--- config.mk ---
export PLATFORM = sky130hd
export DESIGN_NAME = mem_port_arbiter
export DESIGN_NICKNAME = d
export VERILOG_FILES = /design/src/rtl/mem_port_arbiter.sv
export SDC_FILE = /design/constraint.sdc
export NUM_CORES = 1
export LEC_CHECK = 0
export BUFFER_PORTS_ARGS = -buffer_cell sky130_fd_sc_hd__buf_2
export CAP_MARGIN = 20
export CORE_AREA = 2 2 108 110
export DETAILED_ROUTE_END_ITERATION = 8
export DIE_AREA = 0 0 110 112
export SYNTH_ARGS = -nofsm -noshare
export SYNTH_HDL_FRONTEND = slang
export SYNTH_SLANG_ARGS = --single-unit
export TNS_END_PERCENT = 20
--- constraint.sdc ---
create_clock -name i_clk -period 2.4 [get_ports i_clk]
set_input_delay 0.36 -clock i_clk [delete_from_list [all_inputs] [get_ports i_clk]]
set_output_delay 0.36 -clock i_clk [all_outputs]
set_load 0.03 [all_outputs]
--- src/rtl/mem_port_arbiter.sv ---
// Shares one memory port between instruction fetch and the load/store path.
// One transaction is in flight at a time. Responses go back to their owner, and flushed fetches are dropped.
//
// state    | meaning
// IDLE     | arbitrating; drives the winner onto the memory bus
// IF_WAIT  | fetch granted, waiting for its response
// DM_WAIT  | load/store granted, waiting for its response
module mem_port_arbiter #(
    parameter int ADDR_W        = 32,
    parameter int DATA_W        = 32,
    parameter int MAX_DM_STREAK = 3
) (
    input  logic                i_clk,
    input  logic                i_rst_n,
    input  logic                i_if_req,
    input  logic [ADDR_W-1:0]   i_if_addr,
    output logic                o_if_gnt,
    output logic                o_if_rvalid,
    output logic [DATA_W-1:0]   o_if_rdata,
    input  logic                i_flush,
    input  logic                i_dm_rd_en,
    input  logic                i_dm_wr_en,
    input  logic [ADDR_W-1:0]   i_dm_addr,
    input  logic [DATA_W-1:0]   i_dm_wdata,
    input  logic [DATA_W/8-1:0] i_dm_be,
    output logic                o_dm_gnt,
    output logic                o_dm_rvalid,
    output logic [DATA_W-1:0]   o_dm_rdata,
    output logic                o_stall,
    output logic                o_mem_req,
    output logic                o_mem_we,
    output logic [ADDR_W-1:0]   o_mem_addr,
    output logic [DATA_W-1:0]   o_mem_wdata,
    output logic [DATA_W/8-1:0] o_mem_be,
    input  logic                i_mem_gnt,
    input  logic                i_mem_rvalid,
    input  logic [DATA_W-1:0]   i_mem_rdata
);

    localparam int SW = (MAX_DM_STREAK < 1) ? 1 : $clog2(MAX_DM_STREAK + 1);
    localparam logic [SW-1:0] STREAK_MAX = SW'(MAX_DM_STREAK);

    typedef enum logic [1:0] {
        IDLE    = 2'd0,
        IF_WAIT = 2'd1,
        DM_WAIT = 2'd2
    } state_t;

    state_t        state_q, state_d;
    logic [SW-1:0] dm_streak_q, dm_streak_d;
    logic          drop_if_q, drop_if_d;

    logic dm_req;
    logic force_if;
    logic dm_win;
    logic if_win;

    // Both enables high counts as a store.
    assign dm_req   = i_dm_rd_en | i_dm_wr_en;
    assign force_if = i_if_req && (dm_streak_q == STREAK_MAX);
    assign dm_win   = dm_req && !force_if;
    assign if_win   = i_if_req && !dm_win;

    always_comb begin
        state_d     = state_q;
        dm_streak_d = dm_streak_q;
        drop_if_d   = drop_if_q;
        o_if_gnt    = 1'b0;
        o_if_rvalid = 1'b0;
        o_if_rdata  = '0;
        o_dm_gnt    = 1'b0;
        o_dm_rvalid = 1'b0;
        o_dm_rdata  = '0;
        o_mem_req   = 1'b0;
        o_mem_we    = 1'b0;
        o_mem_addr  = '0;
        o_mem_wdata = '0;
        o_mem_be    = '0;

        case (state_q)
            IDLE: begin
                if (dm_win) begin
                    o_mem_req   = 1'b1;
                    o_mem_we    = i_dm_wr_en;
                    o_mem_addr  = i_dm_addr;
                    o_mem_wdata = i_dm_wdata;
                    o_mem_be    = i_dm_be;
                end else if (if_win) begin
                    o_mem_req   = 1'b1;
                    o_mem_addr  = i_if_addr;
                    o_mem_be    = '1;
                end
                if (i_mem_gnt) begin
                    if (dm_win) begin
                        o_dm_gnt = 1'b1;
                        state_d  = DM_WAIT;
                        if (!i_if_req)
                            dm_streak_d = '0;
                        else if (dm_streak_q != STREAK_MAX)
                            dm_streak_d = dm_streak_q + SW'(1);
                    end else if (if_win) begin
                        o_if_gnt    = 1'b1;
                        state_d     = IF_WAIT;
                        dm_streak_d = '0;
                    end
                end
            end
            IF_WAIT: begin
                if (i_mem_rvalid) begin
                    // A flush in the response cycle itself also kills the data.
                    o_if_rvalid = ~drop_if_q & ~i_flush;
                    o_if_rdata  = o_if_rvalid ? i_mem_rdata : '0;
                    drop_if_d   = 1'b0;
                    state_d     = IDLE;
                end else if (i_flush) begin
                    drop_if_d = 1'b1;
                end
            end
            DM_WAIT: begin
                o_dm_rvalid = i_mem_rvalid;
                o_dm_rdata  = i_mem_rvalid ? i_mem_rdata : '0;
                if (i_mem_rvalid)
                    state_d = IDLE;
            end
            default: state_d = IDLE;
        endcase
    end

    assign o_stall = dm_req & ~((state_q == DM_WAIT) & i_mem_rvalid);

    always_ff @(posedge i_clk or negedge i_rst_n) begin
        if (!i_rst_n) begin
            state_q     <= IDLE;
            dm_streak_q <= '0;
            drop_if_q   <= 1'b0;
        end else begin
            state_q     <= state_d;
            dm_streak_q <= dm_streak_d;
            drop_if_q   <= drop_if_d;
        end
    end

endmodule

==> results.txt, run 1 <==
The final count of hold timing violations was 0; the clock-pin slew reported for the worst setup and hold paths after clock tree synthesis was 30 ps. Count of cells along the worst register-to-register path: 5. The utilization after layout is 27.1%, and the fraction of final layout cells with drive strength greater than 1 is 63.6%. The number of antenna diodes in the final layout is 0. Number of pins with negative max-slew slack in the final report: 0.

For this block, the initial DRC count from the detailed router was 143. The floorplan step defined a core boundary enclosing 0.0112 sq mm. The worst setup path is launched from a register.

For the boundary pin count, the log shows 279. Logic gate share of total power: 86.3%. From left edge to right edge, the die measures 110 microns.

At the pin with the least slew margin, the transition time is 290 ps. The tools report the achievable frequency as 0.441 GHz. The power spent charging and discharging nets came out at 1840 uW. TritonCTS built the clock tree. Yosys mapped the design onto 28 distinct sky130hd cell types. The per-instance average area after synthesis is 7.24 sq um, and the clock share of power is 8.9%. TritonCTS created 3 clock buffers. The logs give 337 for the net count after synthesis and 0 for the initial antenna violation count. The data arrival at the endpoint of the critical path was 1910 ps; the clock latency of the later-clocked register in the worst-skew pair was 230 ps. Detailed routing inserted a total of 2469 vias. Setup repair after global routing left no endpoint under its margin. The synthesized design spends more area on one cell type than any other, namely sky130_fd_sc_hd__and2_1. The final RePlAce weighted congestion came out at 0.870. The run gives 0.00140 sq mm as the mapped cell area. The switching fraction of total power is 60.0%.

In this run the tool buffered the top-level ports with 278 buffer cells. The share of power burned in registers was 4.8%. Count of nets left with antenna violations after detail routing: 0. The post-detailed-route wirelength per cell came out at 13.3 microns. The sequential cell area fraction in the yosys report was 8.95%.

From synthesis to final layout, the design area changed by 117%. Summed over all layers, the routed wires come to 8100 microns. Counting instances in the post-synthesis netlist gives the leading cell types as sky130_fd_sc_hd__and2_1, sky130_fd_sc_hd__and3_1, sky130_fd_sc_hd__a22o_1. Of the available clock period, the critical path in the final layout requires 94.5%. Headroom to the max-slew limit came out at 80.7%.

The internal power of the cells totals 1230 uW. The time the worst path needs with I/O delays and setup is 2270 ps. The die extent in y is 112 microns, and the reg-to-reg setup timing slack is 1000 ps.

For the count of yosys warnings during synthesis, the log shows 0. Post-CTS timing repair inserted 0 buffers for setup. The via count of the first global-routing pass was 2158. The most used flip-flop cell after synthesis is sky130_fd_sc_hd__dfrtp_1.

In this run the critical register-to-register path is launched from state_q[0]. For this run the aggregate overflow at the end of global routing stands at 0. The wire-length estimate of the detail-placed layout is 6820 microns. The run gives 39 as the floorplan row count.

The path with the worst hold slack has its endpoint at drop_if_q. In this run the critical register-to-register path is captured at dm_streak_q[0]. The worst setup path is of the register to output pin kind.

The pre-antenna-repair detailed-routing pass consisted of 4 iterations. Path category of the worst min-delay check: input pin to register. The number of max-cap violations was 0; the number of cells on the worst hold path was 3.

The most frequently used cell type in the post-synthesis netlist was sky130_fd_sc_hd__and2_1. For the worst setup path, the data required time is 2040 ps. In this run the deepest clock path goes through 2 buffers. In this run the power density over the cells is 1010 mW/mm^2. The logs give 11.4% for the total global routing track utilization and 0 ps for the accumulated negative setup slack. Clock skew: 0.419 ps. For the pin count of the biggest net entering global routing, the log shows 38. The run finished with clean final reports. Yosys attributes the largest share of cell area to sky130_fd_sc_hd__and2_1, sky130_fd_sc_hd__a22o_1, sky130_fd_sc_hd__and3_1.

The tree built by TritonCTS fans out to 5 sinks. For the effective utilization at floorplan, the log shows 12.5%. The fraction of registers with async set or reset after synthesis was 100%; the post-synthesis instance total was 193. The maximum fanout along the worst path came out at 37.

Summed over all cells, the static leakage comes to 0.00206 uW. The worst voltage drop across the vdd grid was 0.614 mV. Dividing the detail-routed via count by the number of cells gives 4.07. Summed over its instances, the top area cell type makes up 30.4% of the synthesized netlist area.

The run gives 609 as the number of nets in the finished design. The die covers 0.0123 sq mm. For the wire length of the first global-routing pass, the log shows 11300 microns.

The synthesized design contains 0 enable-type register cells. Number of H-tree levels: 1. In the routed design, unresolved DRC markers number 0. The start point of the critical path was state_q[0]. The number of endpoints failing setup at the final stage is 0. In this run, synthesis produced a sequential element count of 5. The worst hold path begins at i_flush. STA classifies the critical path endpoint as an output pin. The tree is rooted in a sky130_fd_sc_hd__clkbuf_16.
worst max-delay path by stage:
stage	endpoint	depth (start not counted)
2_1_floorplan	o_if_rdata[10]	6
5_1_grt	o_mem_addr[6]	6
3_5_place_dp	o_mem_addr[6]	6
6_report	o_mem_addr[6]	6
4_1_cts	o_mem_addr[6]	6
3_3_place_gp	o_mem_addr[6]	6
layout by cell type, fill, tap and decap left out, types with 2 or more instances in the layout:
cell type                   instances
sky130_fd_sc_hd__clkbuf_16          3
sky130_fd_sc_hd__a22o_1            33
sky130_fd_sc_hd__ha_1               3
sky130_fd_sc_hd__inv_1              3
sky130_fd_sc_hd__nand2_1            3
sky130_fd_sc_hd__and2_1            68
sky130_fd_sc_hd__dfrtp_1            5
sky130_fd_sc_hd__and3_1            34
sky130_fd_sc_hd__buf_4              6
sky130_fd_sc_hd__a21o_1             4
sky130_fd_sc_hd__a21oi_1            2
sky130_fd_sc_hd__nand2b_1           2
sky130_fd_sc_hd__buf_2            278
state kept, by name, summed over array words and instances, names as in the netlist:
signal       cells
state_q          2
drop_if_q        1
dm_streak_q      2
per-stage QoR:
stage	instances	total power, uW	instance area, sq um	hold slack, ps	setup WS [ps]
after floorplan	193	2030	1400	64.4	357
after global placement	601	2790	2930	182	291
after detailed placement	601	2780	2930	185	313
after CTS	606	3070	3020	450	61.3
after global routing	607	3290	3030	466	64.5
final	607	3080	3030	446	132
routing by layer:
layer  global-route usage, %  vias to the layer above  part of all wire (%)  wire (microns)
met4                    1.94                        0                  0.64              52
li1                        -                     1229                     -               -
met1                    15.4                     1118                    41            3310
met3                    1.64                        8                   8.5             686
met5                       0                        -                     0               0
met2                    19.3                      114                    50            4050
repair_timing:
item                       4_1_cts  5_1_grt
setup endpoints to repair        0       36
gates resized for setup          0        2
hold endpoints to repair         5        0
hold buffers                     1        0
power by group through the flow:
stage | Sequential [uW] | Clock (uW) | Combinational, uW
2_1_floorplan | 142 | 0 | 1890
3_3_place_gp | 147 | 0 | 2640
3_5_place_dp | 147 | 0 | 2640
4_1_cts | 147 | 280 | 2650
5_1_grt | 149 | 283 | 2860
6_report | 146 | 274 | 2660
critical path: stages, from the launching register on:
cell,delay (ps)
sky130_fd_sc_hd__dfrtp_1,390
sky130_fd_sc_hd__inv_1,90
sky130_fd_sc_hd__ha_2,250
sky130_fd_sc_hd__and3_1,220
sky130_fd_sc_hd__buf_6,280
sky130_fd_sc_hd__a22o_1,230
sky130_fd_sc_hd__buf_2,210
logic make-up (layout without fill, tap and decap cells):
kind of cell	after synthesis	in the layout	synth area share, %
and+or+nand+nor	115	116	51.6
AOI/OAI and AO/OA	44	44	26.4
buffers and inverters	24	294	8.68
DFF	5	5	8.95
adders and majority gates	4	4	3.58
muxes	1	1	0.806
layout make-up:
type / count / area [sq um]
Timing Repair Buffer: 287 / 1480
Tap cell: 143 / 179
Multi-Input combinational cell: 165 / 1160
Inverter: 3 / 11.3
Fill cell: 1246 / 8140
Sequential cell: 5 / 125
Clock buffer: 4 / 78.8
No activity file was read; power rests on OpenSTA's default activity.
==> inputs of run 2 (changes only) <==
--- a/config.mk
+++ b/config.mk
@@ -10,6 +10,7 @@
 export CORE_AREA = 2 2 108 110
 export DETAILED_ROUTE_END_ITERATION = 8
 export DIE_AREA = 0 0 110 112
+export MAX_ROUTING_LAYER = met4
 export SYNTH_ARGS = -nofsm -noshare
 export SYNTH_HDL_FRONTEND = slang
 export SYNTH_SLANG_ARGS = --single-unit
==> results.txt, run 2 (synthesis results as in run 1) <==
The final count of hold timing violations is 0 (unchanged), and the post-detailed-route wirelength per cell is 13.2 microns (-1.3%). The tools report the final worst-path setup slack as 114 ps (-17.4 ps). Die extent in y: 112 microns (unchanged). The top cell types in the final layout, fill and taps aside, are sky130_fd_sc_hd__buf_2, sky130_fd_sc_hd__and2_1, sky130_fd_sc_hd__and3_1.

The worst setup path is of the register to output pin kind. The largest registers in the layout are dm_streak_q (2), state_q (2), drop_if_q (1). The maximum number of buffers from clock root to sink is 2 (unchanged).

For the worst voltage drop across the vdd grid, the log shows 0.605 mV (-1.5%). The startpoint identified for the worst register-to-register timing path is state_q[0]. The total detailed-routing wirelength was 7970 microns (-1.6%). The logs give 0.0123 sq mm (unchanged) for the area of the die and 1 (unchanged) for the number of H-tree levels.

The total global routing track utilization is 11.7% (+0.25 points), and the number of endpoints failing setup at the final stage is 0 (unchanged). The kind of launch point of the worst setup path is a register. The terminus of the critical flop-to-flop path was dm_streak_q[0]. The run gives 0.00206 uW (-0.40%) as the standby leakage power. TritonCTS built the clock tree. In this run the most critical hold path is launched from i_flush. The power per standard cell area came out at 1010 mW/mm^2 (-0.83%). The effective utilization at floorplan was 12.5% (unchanged); the clock-pin slew reported for the worst setup and hold paths after clock tree synthesis was 30 ps (about the same).

The die extent in x was 110 microns (unchanged). The DRC violations left is 0 (unchanged), and the number of pins with negative max-slew slack in the final report is 0 (unchanged). Reg-to-reg setup timing slack: 940 ps (-60 ps). The fraction of final layout cells with drive strength greater than 1 is 63.2% (-0.37 points). Pin count of the biggest net entering global routing: 38 (unchanged).

The hold path endpoint was drop_if_q. The data arrival at the endpoint of the critical path is 1930 ps (+20 ps), and the via count normalized by instance count is 4.05 (-0.52%). The clock latency of the later-clocked register in the worst-skew pair is 230 ps (about the same).

The worst hold path belongs to the class input pin to register. The tools report the total number of vias as 2448 (-0.85%). Aggregate global routing overflow: 0 (unchanged). Setup repair after global routing left no endpoint under its margin. The final RePlAce weighted congestion was 0.875 (+0.66%); the boundary pin count was 279 (unchanged). The run gives 0.0112 sq mm (unchanged) as the placeable core area. The final period utilization came out at 95.2% (+0.73 points).

Leaving out fill and tap cells, the most frequent cell in the layout is sky130_fd_sc_hd__buf_2. From synthesis to final layout, the design area changed by 116%. The accumulated negative setup slack is 0 ps (unchanged).

The number of cells on the worst hold path is 3 (unchanged). The setup slack at placement is 308 ps (-5.20 ps), and the slew of the pin with the lowest slew margin is 266 ps (-23.3 ps). Violation count after the first detailed-routing iteration: 171 (+20%).

Iteration count of the initial detailed-routing pass: 4 (unchanged). The count of cells along the worst register-to-register path is 5 (unchanged). STA classifies the critical path endpoint as an output pin. The tools report the root buffer cell as sky130_fd_sc_hd__clkbuf_16.

Wire length of the first global-routing pass: 11200 microns (-0.42%). The antenna diode count is 0 (unchanged). Data required time at the worst endpoint: 2040 ps (about the same).

The achievable frequency is 0.438 GHz (-0.76%), and the count of buffers from port buffering is 278 (unchanged). The floorplan row count is 39 (unchanged), and the count of nets left with antenna violations after detail routing is 0 (unchanged). The number of sinks handled by clock tree synthesis came out at 5 (unchanged). For the number of max-cap violations, the log shows 0 (unchanged). The number of nets in the finished design is 607 (-0.33%).

The maximum fanout along the worst path was 15 (-59%). For the via count of the first global-routing pass, the log shows 2127 (-1.4%). The run finished with clean final reports. The initial antenna violation count came out at 0 (unchanged). The worst max-slew margin expressed relative to the limit was 82.2% (+1.6 points).

The clock skew was 0.0883 ps (-0.330 ps); the total half-perimeter wirelength after legalization and detailed placement was 6740 microns (-1.1%). Time the worst path needs with I/O delays and setup: 2290 ps (+17.4 ps). The tools report the number of clock buffers inserted by TritonCTS as 3 (unchanged).
[run 2: per-layer routing]
| layer | global-route usage, % | part of all wire, % | wire length, microns |
|---|---|---|---|
| met5 | - | 0 | 0 |
| met3 | 1.23 | 6.9 | 549 |
| met2 | 19.4 | 51 | 4070 |
| met4 | 1.43 | 0.39 | 31 |
| met1 | 15.6 | 42 | 3320 |
[run 2: stage by stage]
| stage | power (uW) | std cells | util [%] | hold slack [ps] | area (sq um) |
|---|---|---|---|---|---|
| 2_1_floorplan | 2030 | 193 | - | 64.4 | 1400 |
| 3_3_place_gp | 2770 | 600 | 26.2 | 180 | 2920 |
| 3_5_place_dp | 2770 | 600 | 26.2 | 182 | 2920 |
| 4_1_cts | 3050 | 605 | 27.0 | 457 | 3010 |
| 5_1_grt | 3230 | 605 | 27.0 | 472 | 3020 |
| 6_report | 3030 | 605 | 27.0 | 448 | 3020 |
[run 2: where the power goes]
group / switching [uW] / leakage [uW] / total, uW / internal (uW)
Clock: 54.7 / 0.0000382 / 275 / 220
Combinational: 1750 / 0.00195 / 2610 / 862
Sequential: 25.6 / 0.0000642 / 147 / 122
Total: 1830 / 0.00206 / 3030 / 1200
[run 2: how the worst max path moves through the flow]
stage / slack [ps] / cells after the start / start / endpoint
after detailed placement: 310 / 6 / state_q[0] / o_mem_addr[21]
after floorplan: 360 / 6 / state_q[1] / o_if_rdata[10]
after global placement: 300 / 6 / state_q[0] / o_mem_addr[6]
after global routing: 10 / 6 / state_q[0] / o_mem_addr[20]
final: 110 / 6 / state_q[0] / o_mem_addr[18]
after CTS: 60 / 6 / state_q[0] / o_mem_addr[6]
[run 2: area by class of cell]
class	instances	area (sq um)
Fill cell	1212	8160
Tap cell	143	179
Multi-Input combinational cell	164	1150
Sequential cell	5	125
Clock buffer	4	78.8
Timing Repair Buffer	286	1470
Inverter	3	11.3
[run 2: timing repair]
action,4_1_cts,5_1_grt
buffers inserted,0,0
resized for setup,0,1
endpoints found under the setup margin,0,33
hold endpoints to repair,5,0
hold buffers,1,0
[run 2: critical path: stages (launching register included)]
cell,delay [ps]
sky130_fd_sc_hd__dfrtp_1,390
sky130_fd_sc_hd__inv_1,90
sky130_fd_sc_hd__ha_1,270
sky130_fd_sc_hd__and3_4,330
sky130_fd_sc_hd__buf_4,230
sky130_fd_sc_hd__a22o_1,180
sky130_fd_sc_hd__buf_2,200
